[src/rtl/hold_gen.sv]
// Stall controller for the stage-2/3 control-word register: raises HOLD for memory
// ops and external stall requests, with a guaranteed HOLD-low cycle between stalls.
module hold_gen #(
   parameter int MEM_WAIT = 2,
   parameter int TIMEOUT  = 255
) (
   input  logic       CLK,
   input  logic       RST,
   input  logic [1:0] M3,
   input  logic       MEM_RDY,
   input  logic       EXT_REQ,
   output logic       HOLD,
   output logic [1:0] MEM_OP,
   output logic [1:0] STATE,
   output logic [7:0] STALL_CNT,
   output logic       TIMEOUT_ERR
);

   typedef enum logic [1:0] {
      IDLE    = 2'b00,
      WAIT    = 2'b01,
      EXT     = 2'b10,
      RELEASE = 2'b11
   } state_t;

   localparam logic [7:0] WAIT_LAST = 8'(MEM_WAIT - 1);
   localparam logic [7:0] TO_LAST   = 8'(TIMEOUT - 1);

   state_t     state, state_nxt;
   logic [7:0] wait_cnt, wait_cnt_nxt;
   logic [1:0] mem_op_nxt;
   logic       err_nxt;
   logic       mem_req;

   function automatic logic [7:0] sat_inc(input logic [7:0] v);
      return (v == 8'hFF) ? v : v + 8'd1;
   endfunction

   assign mem_req = (M3 == 2'b01) || (M3 == 2'b10);

   always_comb begin
      state_nxt    = state;
      wait_cnt_nxt = wait_cnt;
      mem_op_nxt   = MEM_OP;
      err_nxt      = TIMEOUT_ERR;
      case (state)
         IDLE, RELEASE: begin
            // A memory op wins over a simultaneous external request.
            if (mem_req) begin
               state_nxt    = WAIT;
               mem_op_nxt   = M3;
               wait_cnt_nxt = 8'd0;
            end else if (EXT_REQ) begin
               state_nxt = EXT;
            end else begin
               state_nxt = IDLE;
            end
         end
         WAIT: begin
            wait_cnt_nxt = sat_inc(wait_cnt);
            if ((wait_cnt >= WAIT_LAST) && MEM_RDY) begin
               state_nxt = RELEASE;
            end else if (wait_cnt == TO_LAST) begin
               err_nxt   = 1'b1;
               state_nxt = RELEASE;
            end
         end
         EXT: begin
            if (!EXT_REQ) state_nxt = RELEASE;
         end
         default: state_nxt = IDLE;
      endcase
   end

   always_ff @(posedge CLK or posedge RST) begin
      if (RST) begin
         state       <= IDLE;
         wait_cnt    <= 8'd0;
         MEM_OP      <= 2'b00;
         TIMEOUT_ERR <= 1'b0;
         STALL_CNT   <= 8'd0;
      end else begin
         state       <= state_nxt;
         wait_cnt    <= wait_cnt_nxt;
         MEM_OP      <= mem_op_nxt;
         TIMEOUT_ERR <= err_nxt;
         if (HOLD) STALL_CNT <= sat_inc(STALL_CNT);
      end
   end

   // HOLD is a pure decode of the state register, so no input reaches it combinationally.
   assign HOLD  = (state == WAIT) || (state == EXT);
   assign STATE = state;

endmodule

[config.mk]
export PLATFORM = sky130hd
export DESIGN_NAME = hold_gen
export DESIGN_NICKNAME = d
export VERILOG_FILES = /design/src/rtl/hold_gen.sv
export SDC_FILE = /design/constraint.sdc
export NUM_CORES = 1
export LEC_CHECK = 0
export CORE_UTILIZATION = 55
export CTS_CLUSTER_DIAMETER = 60
export DETAILED_ROUTE_END_ITERATION = 6
export GPL_ROUTABILITY_DRIVEN = 0
export GPL_TIMING_DRIVEN = 0
export PLACE_DENSITY = 0.87
export SYNTH_ARGS = -nofsm -noshare
export SYNTH_HDL_FRONTEND = slang
export SYNTH_SLANG_ARGS = --single-unit
[constraint.sdc]
create_clock -name CLK -period 3.55 [get_ports CLK]
set_input_delay 1.065 -clock CLK [delete_from_list [all_inputs] [get_ports CLK]]
set_output_delay 1.065 -clock CLK [all_outputs]
set_load 0.02 [all_outputs]
## Yosys cells after proc, flatten, opt, wreduce, memory -nomap -nowiden

Cells that the tools add are included.

- Output and inout port bits: 14
- Word-level logic and storage cells: 42
- Register bits after elaboration: 21

- Bitwise operators: 2
- Equal/unequal tests: 12
- Order comparisons: 1
- Add/subtract/negate cells: 2
- Muxes and demuxes: 9
- Reductions and logical operators: 11

Operators by type and width:

| operator | count |
|---|---|
| $eq A8 B8 Y1 const B | 3 |
| $add A8 B1 Y8 const B | 2 |
| $mux W8 | 2 |
| $pmux W8 S2 | 1 |
| $mux W2 | 5 |
| $ge A8 B1 Y1 const B | 1 |
| $eq A2 B2 Y1 const B | 3 |
| $ne A2 B2 Y1 const B | 3 |
| $pmux W2 S3 | 1 |
| $reduce_and A2 Y1 | 3 |
| $reduce_and A3 Y1 | 2 |
| $eq A2 B1 Y1 const B | 2 |
| $ne A3 B3 Y1 const B | 1 |
| $logic_not A2 Y1 | 1 |
| $logic_or A1 B1 Y1 | 2 |
| $not A1 Y1 | 2 |
| $reduce_bool A2 Y1 | 1 |
| $reduce_or A2 Y1 | 1 |
| $logic_and A1 B1 Y1 | 1 |

## Longest topological paths before layout

- Depth in word-level cells: 4
- Mapped depth: 6
- Mapped depth without buffers: 6

## Worst setup path after synthesis

OpenSTA, ideal clock, no wires.

- Path type: input-to-reg
- From: input port M3[1]
- To: register wait_cnt[6]
- Path slack: 1439 ps
- Arrival time: 2033 ps
- Stages on the path: 4
- Path buffers: 0
- Cells stage by stage: xnor2_1 > a21o_1 > or4b_1 > a21boi_1

- Word-level cells in the longest chain between the ends: 4

Ends and longest elaborated chain:

| what | RTL line | RTL |
|---|---|---|
| start: declaration | 9 | `input logic [1:0] M3,` |
| $eq A2 B1 Y1 / $eq A2 B2 Y1 (equally long branches) | 39 | `assign mem_req = (M3 == 2'b01) \|\| (M3 == 2'b10);` |
| $logic_or A1 B1 Y1 * | 39 |  |
| $ne A2 B2 Y1 (no source line) * | - |  |
| $reduce_and A3 Y1 (no source line) * | - |  |
| end signal: assignment | 84 | `wait_cnt <= wait_cnt_nxt;` |
| end: declaration | 30 | `logic [7:0] wait_cnt, wait_cnt_nxt;` |

Every way passes the cells marked *; elsewhere a longest branch is shown, timed or not.
A chain may end at the register's enable or synchronous reset.

## Worst setup path after layout

- From: register state[0] (netlist: STATE[0])
- To: output port HOLD

- Word-level cells in the longest chain between the ends: 2

Ends and longest elaborated chain:

| what | RTL line | RTL |
|---|---|---|
| start: declaration | 29 | `state_t state, state_nxt;` |
| start signal: assignment | 83 | `state <= state_nxt;` |
| $eq A2 B1 Y1 / $eq A2 B2 Y1 (equally long branches) | 92 | `assign HOLD = (state == WAIT) \|\| (state == EXT);` |
| $logic_or A1 B1 Y1 * | 92 |  |
| end: declaration | 12 | `output logic HOLD,` |

Marks and branches as above.

==> impl_metrics.yaml <==
pwr:
  power_density_nw_per_um2: 773.8
  ir_worst_vdd_uv: 535.4
  p_leak_uw: 0.0006576
cells_and_area:
  stdcell_area_um2: 1480
  multi_input_area_um2: 644.4
  nets: 163
  diodes: 0
  final_util_pct: 73.21
  nFillCells: 153
  drive_above_1_share_pct: 8.725
  area_growth_pct: 20.71
  seq_area_um2: 525.5
synthesis:
  synth_cell_types: 41
  synth_xor_xnor_area_share_pct: 5.000
  syn-num-nets: 139
  ys_seq_area_share_pct: 42.86
  synth_compound_area_share_pct: 17.96
  synth_edf_count: 0
  avgSynthCellArea_um2: 9.732
  syn_inst: 126
  synthAdderAreaFrac_pct: 7.143
  post_synth_mux_area_share_pct: 3.367
  synth_ff_type: "dfrtp_1"
  synthArstFlopShare_pct: 100.0
  synth_top_family_by_area: "simple AND/OR/NAND/NOR gates"
  yosysWarnings: 0
  synth-seq-cells: 21
  syn-cell-area_um2: 1226
  synthSimpleGateAreaFrac_pct: 19.08
timing:
  slew_viol_final: 0
  finClkSkew_ps: 7.007
  period_share_pct: 82.16
  rsz0062_at_grt: "no"
  hold_viol: 0
  period_needed_ps: 2917
  finalSetupTns_ps: 0
  holdWs_ps: 499.6
  worst_pin_slew_ps: 795.6
  setup_slack_ps: 633.2
  max_slew_margin_pct: 46.90
  fmax_mhz: 342.8
  setup_viol: 0
floorplan:
  num_rows: 16
  die_width_um: 49.22
  core_area_um2: 2022
  die_area_um2: 2422
  io_pins: 20
  die_height_um: 49.22
  initial_core_util_pct: 60.64
worst_setup_path:
  required_ps: 2480
  cp_top_family: "buffers and inverters"
  cp_common_cell: "inv_1"
  arrival_ps: 1850
  worst_path_largest_cell_delay_ps: 610
  critical_path.startpoint_type: "register"
  cp_slowest_cell: "clkdlybuf4s50_1"
  regToRegStartpoint: "STATE[0]"
  worstPathCellList: "inv_1 -> ha_1 -> inv_1 -> clkdlybuf4s50_1"
  crit_type: "register to output pin"
  critPathBufInv: 3
  r2r_slack_ps: 1480
  crit_fanout: 4
  r2r_cells: 6
  timing.rr.end: "wait_cnt[3]"
  endpoint_kind: "output pin"
  startpoint: "STATE[0]"
routing:
  drt_pre_antenna_iters: 4
  finalWirelength_mm: 2.689
  drc_errors: 0
  post_drt_wl_per_cell_um: 15.28
  drt_iter0_markers: 33
  final_antenna_net_count: 0
  viasPerCell: 6.028
  num_vias: 1061
clock_tree:
  cts_tree: "built"
  cts_resized: 0
  clockBufferDepth: 2
  ctsHtreeMaxLevel: 1
  numCtsBuffers: 3
  postCtsSetupRepairBufs: 0
  clkTransAtPathRegs_ps: 130
  cts_sinks: 21
  cts_root_buf: "clkbuf_4"
  clk_latency_ps: 320
  cts_hold_buf: 0
global_routing:
  grt_start_max_net_pins: 22
  grt.total_usage_pct: 24.35
  antenna_found_initial: 0
  globalRouteOverflowTotal: 0
  grt_pass1_wl_mm: 4.512
  grt_pass1_vias: 1020
hold_path:
  min_from: "TIMEOUT_ERR"
  min_to: "TIMEOUT_ERR"
  hold_depth: 1
  worstHoldPathType: "register to register"
place:
  port_buffers: 19
  dp_slack_ps: 769.7
  post_dp_cell_area_um2: 1450
  hpwl_mm: 1.927
status:
  status: "complete, no violations"
flow_run:
  max_cap_viol_count: 0
-- cells in the final DEF, fill, tap and decap left out, drive strengths merged, types with 2 or more instances in the layout --
cell type,n
or4b,2
clkbuf,5
clkdlybuf4s50,19
dfrtp,21
o211ai,2
buf,3
nor2,4
mux2i,3
and2,2
a21oi,9
or3,3
o21ai,7
a21boi,3
xor2,3
xnor2,4
inv,9
nand3,5
and4,3
nand4,4
a31oi,2
ha,7
nand2,11
and3,2
-- Yosys cell counts (all sizes together), types with 4 or more instances --
| library cell | n | area [um2] |
|---|---|---|
| xnor2 | 4 | 35.03 |
| nand3 | 5 | 25.02 |
| nand4 | 4 | 25.02 |
| dfrtp | 21 | 525.5 |
| inv | 9 | 33.78 |
| ha | 7 | 87.58 |
| nand2 | 11 | 41.29 |
| nor2 | 4 | 15.01 |
| a21oi | 9 | 45.04 |
| o21ai | 7 | 38.79 |
-- layout make-up --
cell class	instances	area share (%)
buffer	5	1.522
clock buffer	3	1.522
clock inverter	1	0.5072
inverter	9	2.282
multi-input combinational	91	43.53
sequential	21	35.50
tap	27	2.282
timing repair buffer	19	12.85
-- power by group --
group	switching (uW)	leakage (uW)	internal (uW)
registers	68.9	0.000270	306
clock network	81.4	0.0000139	43.0
logic	367	0.000374	279
-- state kept, by name (all words and copies together), names as in the netlist --
signal and count:
wait_cnt 8, STATE 2, TIMEOUT_ERR 1, MEM_OP 2, STALL_CNT 8
-- worst reg2reg max path: stages (launching register included) --
cell and delay [ps]:
dfrtp_1 400, inv_1 70, ha_1 350, clkbuf_1 240, a21oi_1 280, o21ai_0 270
a211o_1 350
-- logic make-up (layout without fill, tap and decap cells) --
family,Yosys count,in the layout
DFF,21,21
xor gates and xnor gates,7,7
muxes,4,4
and+or+nand+nor,40,40
buffers and inverters,14,37
adders and majority gates,7,7
AOI/OAI and AO/OA,33,33
-- worst max path at each step --
stage / cells past startpoint / endpoint / slack (ps)
3_5_place_dp: 5 / wait_cnt[3] / 770
2_1_floorplan: 4 / wait_cnt[6] / 1440
4_1_cts: 4 / HOLD / 630
3_3_place_gp: 5 / wait_cnt[3] / 780
5_1_grt: 4 / HOLD / 560
6_report: 4 / HOLD / 630
-- metal layers --
| metal | vias up | GRT usage, % | share of wire [%] |
|---|---|---|---|
| met5 | - | 0 | 0 |
| met1 | 507 | 29.28 | 44 |
| li1 | 508 | - | - |
| met3 | 2 | 3.738 | 5.8 |
| met4 | 0 | 6.373 | 0.45 |
| met2 | 44 | 44.52 | 50 |
-- metrics by stage --
stage | total power [uW] | cells
after floorplan | 784.4 | 126
after global routing | 1221 | 176
after CTS | 1144 | 176
after global placement | 985.4 | 172
final | 1145 | 176
after detailed placement | 1018 | 172
Note: power is estimated with default switching activity, not from simulation.
